==> config.mk <==
export PLATFORM = sky130hd
export DESIGN_NAME = aes_key_sched_ctrl
export DESIGN_NICKNAME = d
export VERILOG_FILES = /design/src/rtl/aes_key_sched_ctrl.sv
export SDC_FILE = /design/constraint.sdc
export NUM_CORES = 1
export LEC_CHECK = 0
export BUFFER_PORTS_ARGS = -buffer_cell sky130_fd_sc_hd__buf_2
export CAP_MARGIN = 20
export CORE_AREA = 2 2 153 155
export CTS_CLUSTER_SIZE = 28
export DETAILED_ROUTE_END_ITERATION = 12
export DIE_AREA = 0 0 155 157
export PLACE_DENSITY = 0.69
export SETUP_SLACK_MARGIN = 0.2
export SLEW_MARGIN = 30
export SYNTH_ARGS = -nofsm -noshare
export SYNTH_HDL_FRONTEND = slang
export SYNTH_SLANG_ARGS = --single-unit
==> constraint.sdc <==
create_clock -name clk -period 2.4 [get_ports clk]
set_input_delay 0.36 -clock clk [delete_from_list [all_inputs] [get_ports clk]]
set_output_delay 0.36 -clock clk [all_outputs]
set_load 0.01 [all_outputs]
==> src/rtl/aes_key_sched_ctrl.sv <==
// Round-robin sharing of one AES-128 key-expansion unit between two requesters:
// grants one, latches its key, strobes the load, then walks the ten expansion rounds.
module aes_key_sched_ctrl #(
    parameter int NRND = 10
) (
    input  logic         clk,
    input  logic         rst,
    input  logic [1:0]   req,
    input  logic [127:0] key0,
    input  logic [127:0] key1,
    output logic [1:0]   gnt,
    output logic         kld,
    output logic [127:0] key_out,
    output logic         rk_vld,
    output logic [3:0]   rk_idx,
    output logic [1:0]   done,
    output logic         busy
);

    // One-hot so every strobe below is a single flop bit (or a flop AND a stable flop).
    localparam logic [3:0] S_IDLE   = 4'b0001;
    localparam logic [3:0] S_LOAD   = 4'b0010;
    localparam logic [3:0] S_EXPAND = 4'b0100;
    localparam logic [3:0] S_DONE   = 4'b1000;

    localparam logic [3:0] LAST_IDX = 4'(NRND);

    logic [3:0]   state_q, state_d;
    logic [1:0]   gnt_q, gnt_d;
    logic [127:0] key_q, key_d;
    logic [3:0]   idx_q, idx_d;
    logic         last_q, last_d;
    logic         win;

    // On a tie the requester that was not served last wins.
    always_comb begin
        if (req == 2'b11) begin
            win = ~last_q;
        end else begin
            win = req[1];
        end
    end

    always_comb begin
        state_d = state_q;
        gnt_d   = gnt_q;
        key_d   = key_q;
        idx_d   = idx_q;
        last_d  = last_q;
        case (state_q)
            S_IDLE: begin
                if (req != 2'b00) begin
                    state_d = S_LOAD;
                    gnt_d   = win ? 2'b10 : 2'b01;
                    key_d   = win ? key1 : key0;
                    last_d  = win;
                    idx_d   = 4'd0;
                end
            end
            S_LOAD: begin
                state_d = S_EXPAND;
                idx_d   = 4'd1;
            end
            S_EXPAND: begin
                if (idx_q == LAST_IDX) begin
                    state_d = S_DONE;
                    idx_d   = 4'd0;
                end else begin
                    idx_d = idx_q + 4'd1;
                end
            end
            S_DONE: begin
                state_d = S_IDLE;
                gnt_d   = 2'b00;
            end
            default: begin
                state_d = S_IDLE;
                gnt_d   = 2'b00;
                idx_d   = 4'd0;
            end
        endcase
    end

    always_ff @(posedge clk or negedge rst) begin
        if (!rst) begin
            state_q <= S_IDLE;
            gnt_q   <= 2'b00;
            key_q   <= '0;
            idx_q   <= 4'd0;
            last_q  <= 1'b1;
        end else begin
            state_q <= state_d;
            gnt_q   <= gnt_d;
            key_q   <= key_d;
            idx_q   <= idx_d;
            last_q  <= last_d;
        end
    end

    assign gnt     = gnt_q;
    assign key_out = key_q;
    assign rk_idx  = idx_q;
    assign kld     = state_q[1];
    assign rk_vld  = state_q[2];
    assign busy    = ~state_q[0];
    assign done    = gnt_q & {2{state_q[3]}};

endmodule

# Word-level counts from Yosys, hierarchy flattened
# Index checks and enable logic that the tools add are counted.
op_classes:
  addsub: 1
  eq_ne: 8
  n_mux: 11
  bitwise: 5
  reduce_logical: 6
op_table:
  columns: ["op", "count"]
  rows:
  - ["128-bit 2-to-1 mux", 1]
  - ["4-bit 2-to-1 mux", 4]
  - ["4-bit one-hot mux with 4 select lines", 1]
  - ["4-bit one-hot mux with 3 select lines", 1]
  - ["4-bit == test, second input constant", 2]
  - ["2-bit AND reduction", 4]
  - ["4-bit by 1-bit adder with 4-bit output, second input constant", 1]
  - ["4-bit by 1-bit == test with 1-bit output, second input constant", 1]
  - ["4-bit by 2-bit == test with 1-bit output, second input constant", 1]
  - ["4-bit by 3-bit == test with 1-bit output, second input constant", 1]
  - ["2-bit 2-to-1 mux", 2]
  - ["2-bit inequality test, second input constant", 2]
  - ["1-bit NOT", 4]
  - ["2-bit one-hot mux with 2 select lines", 1]
  - ["2-bit bitwise AND", 1]
  - ["2-bit == test, second input constant", 1]
  - ["2-bit nonzero test", 1]
  - ["2-bit OR reduction", 1]
  - ["1-bit 2-to-1 mux", 1]
word_totals:
  register_bits: 139
  in_bits: 260
  output_inout_bits: 139
  word_cells: 36

# Logic depth before layout (Yosys ltp)
# Gate-level depths: netlist of the first run.
logic_depth:
  ltp_word: 5
  depth_mapped: 6
  mapped_depth_nobuf: 5

# Worst setup path before layout of the first run
# Ideal clock, no wire load.
synth_timing:
  path_type: "register to register"
  start: "register state_q[1]"
  end: "register key_q[0] (netlist: key_out[0])"
  setup_time_ns: 0.125
  arrival_ns: 1.881
  t_required_ns: 2.275
  path_slack_ns: 0.394
  stages_incl_launch_ff: 7
  path_buffers: 3
  period_less_slack_ns: 2.006
  path_cell_list: "dfrtp_1 -> buf_6 -> or4b_4 -> nor2_4 -> buf_12 -> buf_12 -> mux2_4"
synth_via:
  elab_chain_len: 2
synth_lines:
  columns: ["element", "line", "rtl"]
  rows:
  - ["from (decl)", "28", "logic [3:0] state_q, state_d;"]
  - ["from (signal assigned)", "92", "state_q <= state_d;"]
  - ["4-bit by 1-bit == test with 1-bit output", "50", "case (state_q)"]
  - ["2-bit AND reduction (no source line)", null, null]
  - ["to (signal assigned)", "94", "key_q <= key_d;"]
  - ["to (decl)", "30", "logic [127:0] key_q, key_d;"]
# Every way passes these cells.
# A chain may end at the register's enable or synchronous reset.

# Worst setup path after layout of the first run
layout_timing:
  start: "register state_q[0]"
  end: "register key_q[25] (netlist: key_out[25])"
# The elaborated chain is that of the path after synthesis.

==> results.py, run 1 <==
metrics = {
    "yosys": {
        "synth-edff-count": 0,
        "yosysTopAreaCell": "dfrtp_1",
        "yosys_warnings": 0,
        "ys_dominant_reg_cell": "dfrtp_1",
        "synth_async_sr_flop_share_pct": 100,
        "syn_area_sq_um": 7420,
        "yosysUniqueCellTypes": 37,
        "avgSynthCellArea_sq_um": 15.6,
        "synthDominantCellAreaShare_pct": 46.2,
        "synth_nets": 738,
        "synthTopCellsByArea": "dfrtp_1 (46%), mux2_2 (24%), mux2_4 (20%)",
        "synth_seq_cells": 139,
        "synthCells": 476,
        "synth.yosys.seq_area_share_pct": 46.9,
    },
    "place": {
        "worst_setup_slack_before_clock_tree_synthesis_ns": 0.217,
        "place_congestion": 0.732,
        "numPlacedInstances": 1147,
        "hpwlAfterDp_microns": 14500,
        "port-buffer-count": 398,
        "placedInstanceArea_sq_um": 9720,
    },
    "sta": {
        "finalHoldWorstSlack_ns": 0.199,
        "fin_tns_setup_ns": 0,
        "fin_ws_ns": 0.311,
        "final_hold_viol_count": 0,
        "maxSlewHeadroom_pct": 48.2,
        "grt_setup_unrepaired": "false",
        "layout_min_cycle_time_ns": 2.09,
        "skew_ns": 0.00802,
        "layout_worst_path_cycle_share_pct": 87.1,
        "timing_worst_slew_pin_value_ns": 0.766,
        "achievable-frequency_ghz": 0.479,
        "final_slew_viol_count": 0,
        "setup_violations": 0,
    },
    "power_and_ir_drop": {
        "power_mw": 13.2,
        "vdd.ir_drop.worst_uv": 461,
        "power_density_nw_per_um2": 1280,
        "leakagePower_nw": 5.11,
    },
    "global_routing": {
        "globalRouteOverflowTotal": 0,
        "vias_in_the_first_global_route": 5468,
        "largest_net_degree_at_the_start_of_global_routing": 69,
        "grt_pass1_wl_microns": 28300,
        "globalRouteTotalUtil_pct": 14.7,
        "antenna_found_initial": 0,
    },
    "worst_setup_path": {
        "timing.critical_path.max_delay_family": "simple AND/OR/NAND/NOR gates",
        "worstSetupPathType": "flip-flop to flip-flop",
        "critPathLaunchType": "flip-flop",
        "worstPathCellList": "or4b_4, nor2_4, buf_12, buf_16, mux2_4",
        "cpMaxStageDelayCell": "dfstp_2",
        "critPathMaxFanout": 25,
        "critPathCaptureType": "flip-flop",
        "timing.critical_path.arrival_ns": 2.37,
        "critical_path_buf_inv_count": 2,
        "slowest_delay_ns": 0.55,
        "cp.required_ns": 2.68,
    },
    "clocking": {
        "cts.root.buffer_cell": "clkbuf_16",
        "cts_clk_pin_slew_worst_paths_ns": 0.06,
        "cts_inserted_buffers": 17,
        "clock_tree_from_tritoncts": "built",
        "max-clock-path-buffers": 2,
        "cts.sink_count": 139,
        "cts_htree_levels": 4,
        "clk-insertion-delay-late_ns": 0.41,
    },
    "die": {
        "boundaryPins": 399,
        "die_height_microns": 157,
        "std_cell_rows": 55,
        "design.core.area_sq_um": 22500,
        "die_x_microns": 155,
        "start_util_pct": 33.0,
        "dieArea_sq_um": 24300,
    },
    "route": {
        "detailroute.via_count": 5343,
        "post-route-drc-count": 0,
        "routedWlPerCell_microns": 15.7,
        "antenna_violating_nets_post_route": 0,
        "firstDrtPassIters": 4,
        "initialDrtViolationCount": 169,
        "postRouteWirelength_microns": 18600,
        "vias_per_cell": 4.52,
    },
    "finish": {
        "drive_above_1_share_pct": 79.5,
        "nets": 1145,
        "num_antenna_cells": 0,
        "layout.cell_area.non_filler_sq_um": 10300,
        "nFillCells": 2042,
        "final_cells": 1181,
        "post-route-util_pct": 45.8,
        "growth_of_design_area_from_synthesis_to_finish_pct": 39.1,
    },
    "min_path": {
        "worstHoldPathType": "input port to flip-flop",
    },
    "flow_run": {
        "maxCapViolations": 0,
    },
    "run_status": {
        "status": "finished, final reports clean",
    },
}
sequential cells by signal (all words and copies together) (netlist names):
register,count
gnt,2
key_out,128
last_q,1
rk_idx,4
state_q,4
synth_stat cells (2+ instances only):
cell      instances
mux2_2          156
dfrtp_1         137
mux2_4          100
buf_12           11
buf_2            11
clkbuf_1          6
nand3_1           4
nor2_1            4
o211ai_1          4
buf_6             3
nand2b_1          3
nand3b_1          3
nor4b_1           3
and2_1            2
dfstp_2           2
ha_1              2
inv_1             2
nand2_1           2
nor2b_1           2
o21ai_0           2
cells by family after synthesis:
group	Yosys count	synth area share, %
flip-flops	139	46.9
adder cells (fa/ha/maj)	2	0.337
multiplexers	256	43.9
XOR/XNOR	1	0.118
buffers and inverters	34	4.67
AND/OR/NAND/NOR	30	2.68
AO/OA/AOI/OAI	14	1.35
cells in the final DEF (no fill, tap or decap), types with 3 or more instances in the layout:
cell	instances
clkinvlp_4	4
o211ai_1	4
nand3b_1	3
dfrtp_1	137
nand2b_1	3
buf_12	9
buf_4	11
inv_6	4
nor2_1	4
nor4b_1	3
buf_2	397
clkbuf_16	17
mux2_4	100
nand3_1	4
mux2_2	156
routing by layer:
metal	global-route usage [%]	vias to the layer above	wire length, microns
li1	-	2556	-
met1	17.1	2549	7590
met2	27.0	228	9700
met3	3.72	10	1150
met4	3.97	0	159
met5	0	-	0
path summary, 6_finish.rpt:
kind | cells after the start | startpoint | endpoint | slack, ns
worst min-delay path | 2 | req[0] | last_q | 0.20
worst max-delay path | 5 | state_q[0] | key_out[25] | 0.31
worst max register to register | 5 | state_q[0] | key_out[25] | 0.31
min in group asynchronous | 2 | rst | key_out[99] | 0.46
max in group asynchronous | 3 | rst | last_q | 1.25
worst min register to register | 1 | key_out[84] | key_out[84] | 0.50
final cells by class:
| class | count | area, sq um | area share, % |
|---|---|---|---|
| multi-input combinational | 303 | 3600 | 34.9 |
| sequential | 139 | 3480 | 33.7 |
| timing repair buffer | 420 | 2300 | 22.3 |
| clock buffer | 20 | 457 | 4.43 |
| tap | 285 | 357 | 3.46 |
| clock inverter | 12 | 114 | 1.10 |
| inverter | 2 | 7.51 | 0.0728 |
power breakdown:
group	internal, mW	total, mW	switching (mW)
clock network	1.49	2.52	1.02
logic	3.80	6.47	2.67
registers	3.56	4.21	0.649
total	8.86	13.2	4.34
what timing repair did:
item,in CTS,in global routing
setup buffers,0,1
hold endpoints to repair,52,0
setup endpoints to repair,0,73
resized for setup,0,1
hold buffers,1,0
Note: power is estimated with default switching activity, not from simulation.
==> inputs of run 2 (changes only) <==
--- a/config.mk
+++ b/config.mk
@@ -5,13 +5,13 @@
 export SDC_FILE = /design/constraint.sdc
 export NUM_CORES = 1
 export LEC_CHECK = 0
-export BUFFER_PORTS_ARGS = -buffer_cell sky130_fd_sc_hd__buf_2
+export BUFFER_PORTS_ARGS = -buffer_cell sky130_fd_sc_hd__buf_4
 export CAP_MARGIN = 20
 export CORE_AREA = 2 2 153 155
 export CTS_CLUSTER_SIZE = 28
 export DETAILED_ROUTE_END_ITERATION = 12
 export DIE_AREA = 0 0 155 157
-export PLACE_DENSITY = 0.69
+export PLACE_DENSITY = 0.68
 export SETUP_SLACK_MARGIN = 0.2
 export SLEW_MARGIN = 30
 export SYNTH_ARGS = -nofsm -noshare
==> run 2 against run 1 <==
Against the previous run: clock power up 7%; register-to-register slack about the same; cell area up 11%; critical path depth up 1; first-iteration DRC count up 0.59%; sequential share of layout area down 3.2 points; sequential power up 1%; power up 9.2%; flip-flop and latch count unchanged.
==> results.py, run 2 (synthesis results as in run 1) <==
metrics = {
    "route": {
        "detailroute.via_count": 5444,
        "routedWlPerCell_microns": 17.6,
        "post-route-drc-count": 0,
        "firstDrtPassIters": 4,
        "vias_per_cell": 4.59,
        "postRouteWirelength_microns": 20900,
        "antenna_violating_nets_post_route": 0,
        "initialDrtViolationCount": 170,
    },
    "flow_run": {
        "maxCapViolations": 0,
    },
    "clocking": {
        "cts_clk_pin_slew_worst_paths_ns": 0.06,
        "cts_htree_levels": 4,
        "clock_tree_from_tritoncts": "built",
        "max-clock-path-buffers": 2,
        "clk-insertion-delay-late_ns": 0.41,
        "cts.sink_count": 139,
        "cts.root.buffer_cell": "clkbuf_16",
        "cts_inserted_buffers": 17,
        "cts-resized-gates": 0,
    },
    "die": {
        "boundaryPins": 399,
        "die_height_microns": 157,
        "std_cell_rows": 55,
        "die_x_microns": 155,
        "design.core.area_sq_um": 22500,
        "start_util_pct": 33.0,
        "dieArea_sq_um": 24300,
    },
    "global_routing": {
        "vias_in_the_first_global_route": 5840,
        "globalRouteTotalUtil_pct": 16.5,
        "antenna_found_initial": 0,
        "largest_net_degree_at_the_start_of_global_routing": 69,
        "globalRouteOverflowTotal": 0,
        "grt_pass1_wl_microns": 31200,
    },
    "finish": {
        "nets": 1149,
        "num_antenna_cells": 0,
        "growth_of_design_area_from_synthesis_to_finish_pct": 53.8,
        "layout_commonest_cell": "buf_4",
        "drive_above_1_share_pct": 79.6,
        "nFillCells": 2002,
        "largest_register_ff_count": 128,
        "layout.area.seq_sq_um": 3480,
        "area_taken_by_multi_input_logic_gates_sq_um": 3600,
        "most-common-layout-cells": "buf_4 (410), mux2_2 (156), dfrtp_1 (137)",
    },
    "power_and_ir_drop": {
        "leakagePower_nw": 5.50,
        "power_mw": 14.4,
        "power_density_nw_per_um2": 1260,
        "vdd.ir_drop.worst_uv": 536,
    },
    "sta": {
        "setup_violations": 0,
        "maxSlewHeadroom_pct": 51.5,
        "skew_ns": 0.00800,
        "finalHoldWorstSlack_ns": 0.165,
        "grt_setup_unrepaired": "false",
        "layout_min_cycle_time_ns": 2.10,
        "final_hold_viol_count": 0,
        "timing_worst_slew_pin_value_ns": 0.717,
        "fin_tns_setup_ns": 0,
        "achievable-frequency_ghz": 0.476,
        "layout_worst_path_cycle_share_pct": 87.6,
        "final_slew_viol_count": 0,
    },
    "worst_setup_path": {
        "timing.critical_path.max_delay_family": "simple AND/OR/NAND/NOR gates",
        "critPathLaunchType": "flip-flop",
        "rr_startpoint": "state_q[0]",
        "cpMaxStageDelayCell": "dfstp_2",
        "cp.required_ns": 2.69,
        "worstSetupPathType": "flip-flop to flip-flop",
        "rrSetupSlack_ns": 0.30,
        "critPathCaptureType": "flip-flop",
        "ff2ff_path_depth": 6,
        "critical_path_buf_inv_count": 3,
        "timing.critical_path.arrival_ns": 2.39,
        "crit_top_cell": "buf_12",
        "critPathMaxFanout": 21,
        "r2r-end": "key_out[35]",
        "worstPathCellList": "or4b_4, nor2_4, buf_4, buf_12, buf_12, mux2_4",
        "slowest_delay_ns": 0.55,
    },
    "min_path": {
        "timing.hold.worst.start": "req[0]",
        "worst_hold_path.endpoint": "last_q",
        "holdPathStages": 2,
        "worstHoldPathType": "input port to flip-flop",
    },
    "run_status": {
        "status": "finished, final reports clean",
    },
    "place": {
        "place_congestion": 0.803,
        "hpwlAfterDp_microns": 15800,
        "port-buffer-count": 398,
    },
}
run 2: timing repair:
action / 4_1_cts / 5_1_grt
hold endpoints to repair: 46 / 0
endpoints found under the setup margin: 47 / 97
pin swaps: 1 / 0
cloned: 2 / 0
hold buffers: 1 / 0
setup buffers: 2 / 1
run 2: worst reg2reg max path: cells and delay by family (launching register included):
family | cells | cell delay (ns)
buffers and inverters | 3 | 0.51
DFF | 1 | 0.55
muxes | 1 | 0.33
and+or+nand+nor | 2 | 0.59
run 2: per-layer routing:
metal,part of all wire [%],GRT usage (%)
met1,39,19.1
met2,51,29.4
met3,8.1,5.23
met4,1.7,5.07
met5,0,0
run 2: worst max path at each step:
| stage | from | end | cells after the start |
|---|---|---|---|
| after floorplan | state_q[1] | key_out[0] | 6 |
| after global placement | state_q[0] | key_out[25] | 5 |
| after detailed placement | state_q[0] | key_out[19] | 5 |
| after CTS | state_q[0] | key_out[73] | 6 |
| after global routing | state_q[0] | key_out[50] | 6 |
| final | state_q[0] | key_out[35] | 6 |
run 2: per-stage QoR:
stage | instances | area, sq um | util, % | worst slack, ns
6_report | 1185 | 11400 | 50.7 | 0.297
4_1_cts | 1184 | 11400 | 50.7 | 0.204
5_1_grt | 1185 | 11400 | 50.7 | 0.220
3_3_place_gp | 1147 | 10700 | 47.6 | 0.211
2_1_floorplan | 476 | 7420 | - | 0.394
3_5_place_dp | 1147 | 10700 | 47.6 | 0.159
run 2: report_power, final:
part	internal (mW)	switching, mW	leakage, nW	total, mW
sequential	3.56	0.707	1.64	4.27
clock	1.64	1.05	0.283	2.69
combinational	4.66	2.79	3.58	7.45
run 2: layout make-up:
class,count,area share [%]
well taps,285,3.13
clock buffers,18,3.76
multi-input cells,303,31.6
repair buffers,424,29.5
flip-flops and latches,139,30.5
inverters,2,0.0658
clock inverters,14,1.49
==> inputs of run 3 (changes only) <==
==> constraint.sdc (replaced) <==
create_clock -name clk -period 2.4 [get_ports clk]
set_input_delay 0.48 -clock clk [delete_from_list [all_inputs] [get_ports clk]]
set_output_delay 0.48 -clock clk [all_outputs]
set_load 0.01 [all_outputs]
==> run 3 against run 2 <==
Against the previous run: via count decreased by 1.4%; power fell by 0.33%; clock-buffer cell count grew 2; cell count rose by 0.17%; clock skew increased by 0.00075 ns; setup slack better by 0.022 ns; sequential share of layout area barely moved; utilization hardly changed; clock power is essentially flat; critical endpoint is now key_out[11]; largest cell class unchanged; largest power group unchanged.
==> results.py, run 3 (synthesis results as in run 1) <==
metrics = {
    "sta": {
        "skew_ns": 0.00875,
        "timing_worst_slew_pin_value_ns": 0.761,
        "layout_min_cycle_time_ns": 2.08,
        "final_slew_viol_count": 0,
        "grt_setup_unrepaired": "false",
        "fin_tns_setup_ns": 0,
        "final_hold_viol_count": 0,
        "layout_worst_path_cycle_share_pct": 86.7,
        "achievable-frequency_ghz": 0.481,
        "finalHoldWorstSlack_ns": 0.269,
        "maxSlewHeadroom_pct": 48.6,
        "setup_violations": 0,
    },
    "route": {
        "initialDrtViolationCount": 206,
        "postRouteWirelength_microns": 20500,
        "detailroute.via_count": 5369,
        "post-route-drc-count": 0,
        "firstDrtPassIters": 4,
        "vias_per_cell": 4.52,
        "antenna_violating_nets_post_route": 0,
        "routedWlPerCell_microns": 17.3,
    },
    "worst_setup_path": {
        "cp.required_ns": 2.69,
        "cpMaxStageDelayCell": "dfstp_2",
        "critPathCaptureType": "flip-flop",
        "worstSetupPathType": "flip-flop to flip-flop",
        "worstPathCellList": "or4b_4, nor2_4, buf_12, bufbuf_16, mux2_4",
        "timing.critical_path.arrival_ns": 2.37,
        "critPathLaunchType": "flip-flop",
        "critPathMaxFanout": 14,
        "slowest_delay_ns": 0.53,
    },
    "global_routing": {
        "largest_net_degree_at_the_start_of_global_routing": 69,
        "globalRouteTotalUtil_pct": 16.5,
        "antenna_found_initial": 0,
        "vias_in_the_first_global_route": 5779,
        "globalRouteOverflowTotal": 0,
        "grt_pass1_wl_microns": 31400,
    },
    "finish": {
        "most-common-layout-cells": "buf_4 (413), mux2_2 (156), dfrtp_1 (137)",
        "growth_of_design_area_from_synthesis_to_finish_pct": 53.7,
        "layout.area.seq_sq_um": 3480,
        "num_antenna_cells": 0,
        "drive_above_1_share_pct": 79.4,
        "nFillCells": 1994,
        "largest_register_ff_count": 128,
        "layout_commonest_cell": "buf_4",
        "layout.cell_area.non_filler_sq_um": 11400,
        "nets": 1151,
        "area_taken_by_multi_input_logic_gates_sq_um": 3600,
    },
    "clocking": {
        "cts.sink_count": 139,
        "max-clock-path-buffers": 2,
        "cts_clk_pin_slew_worst_paths_ns": 0.06,
        "cts_inserted_buffers": 17,
        "clock_tree_from_tritoncts": "built",
        "clk-insertion-delay-late_ns": 0.42,
        "cts_htree_levels": 4,
        "cts.root.buffer_cell": "clkbuf_16",
    },
    "die": {
        "die_x_microns": 155,
        "start_util_pct": 33.0,
        "boundaryPins": 399,
        "die_height_microns": 157,
        "design.core.area_sq_um": 22500,
        "dieArea_sq_um": 24300,
        "std_cell_rows": 55,
    },
    "place": {
        "port-buffer-count": 398,
        "placedInstanceArea_sq_um": 10700,
        "hpwlAfterDp_microns": 15500,
        "place_congestion": 0.784,
    },
    "power_and_ir_drop": {
        "power_density_nw_per_um2": 1260,
        "leakagePower_nw": 5.50,
        "vdd.ir_drop.worst_uv": 511,
    },
    "min_path": {
        "worstHoldPathType": "input port to flip-flop",
    },
    "flow_run": {
        "maxCapViolations": 0,
    },
    "run_status": {
        "status": "finished, final reports clean",
    },
}
run 3: cell count changes in the layout (fill, tap and decap cells not counted):
cell,delta
clkinv_2,-3
buf_16,+1
clkinvlp_4,-1
buf_4,+3
clkbuf_1,+2
buf_6,+1
buf_12,-2
bufbuf_16,-1
clkinv_4,+1
inv_6,+1
run 3: metal layers:
layer  wire length (microns)  global-route usage (%)
met1                    7970                    19.2
met4                     390                    5.73
met2                   10500                    29.3
met5                       0                       0
met3                    1630                    4.74
run 3: worst paths after layout:
path | cells after the start | end | slack (ns) | startpoint
max in group asynchronous | 3 | last_q | 1.15 | rst
max reg2reg | 5 | key_out[11] | 0.32 | state_q[0]
max | 5 | key_out[11] | 0.32 | state_q[0]
min | 2 | last_q | 0.27 | req[0]
min reg2reg | 1 | key_out[57] | 0.51 | key_out[57]
min in group asynchronous | 2 | key_out[101] | 0.56 | rst
run 3: critical path, delay by kind of cell (launching register included):
kind / cells / cell delay, ns
muxes: 1 / 0.31
buffers and inverters: 2 / 0.45
and+or+nand+nor: 2 / 0.66
DFF: 1 / 0.53
run 3: cell type report:
class | instances | area share [%]
clock buffer | 20 | 3.83
clock inverter | 12 | 1.45
inverter | 2 | 0.0658
multi-input combinational | 303 | 31.6
sequential | 139 | 30.5
tap | 285 | 3.13
timing repair buffer | 426 | 29.4
run 3: what timing repair did:
action                                  CTS  global route
gates resized for setup                   2             0
gates cloned                              1             0
setup buffers                             1             7
endpoints found under the setup margin   33            14
hold buffers                              1             0
hold endpoints to repair                  9             0
run 3: power breakdown:
group,internal (mW),switching [mW]
clock network,1.65,1.04
registers,3.56,0.698
logic,4.64,2.78
total,9.85,4.51
run 3: per-stage QoR:
stage	std cells	utilization [%]	power (mW)	setup WS [ns]
2_1_floorplan	476	-	8.78	0.394
3_3_place_gp	1145	47.5	11.4	0.222
3_5_place_dp	1145	47.5	11.5	0.190
4_1_cts	1180	50.4	14.5	0.224
5_1_grt	1187	50.7	15.2	0.255
6_report	1187	50.7	14.4	0.319
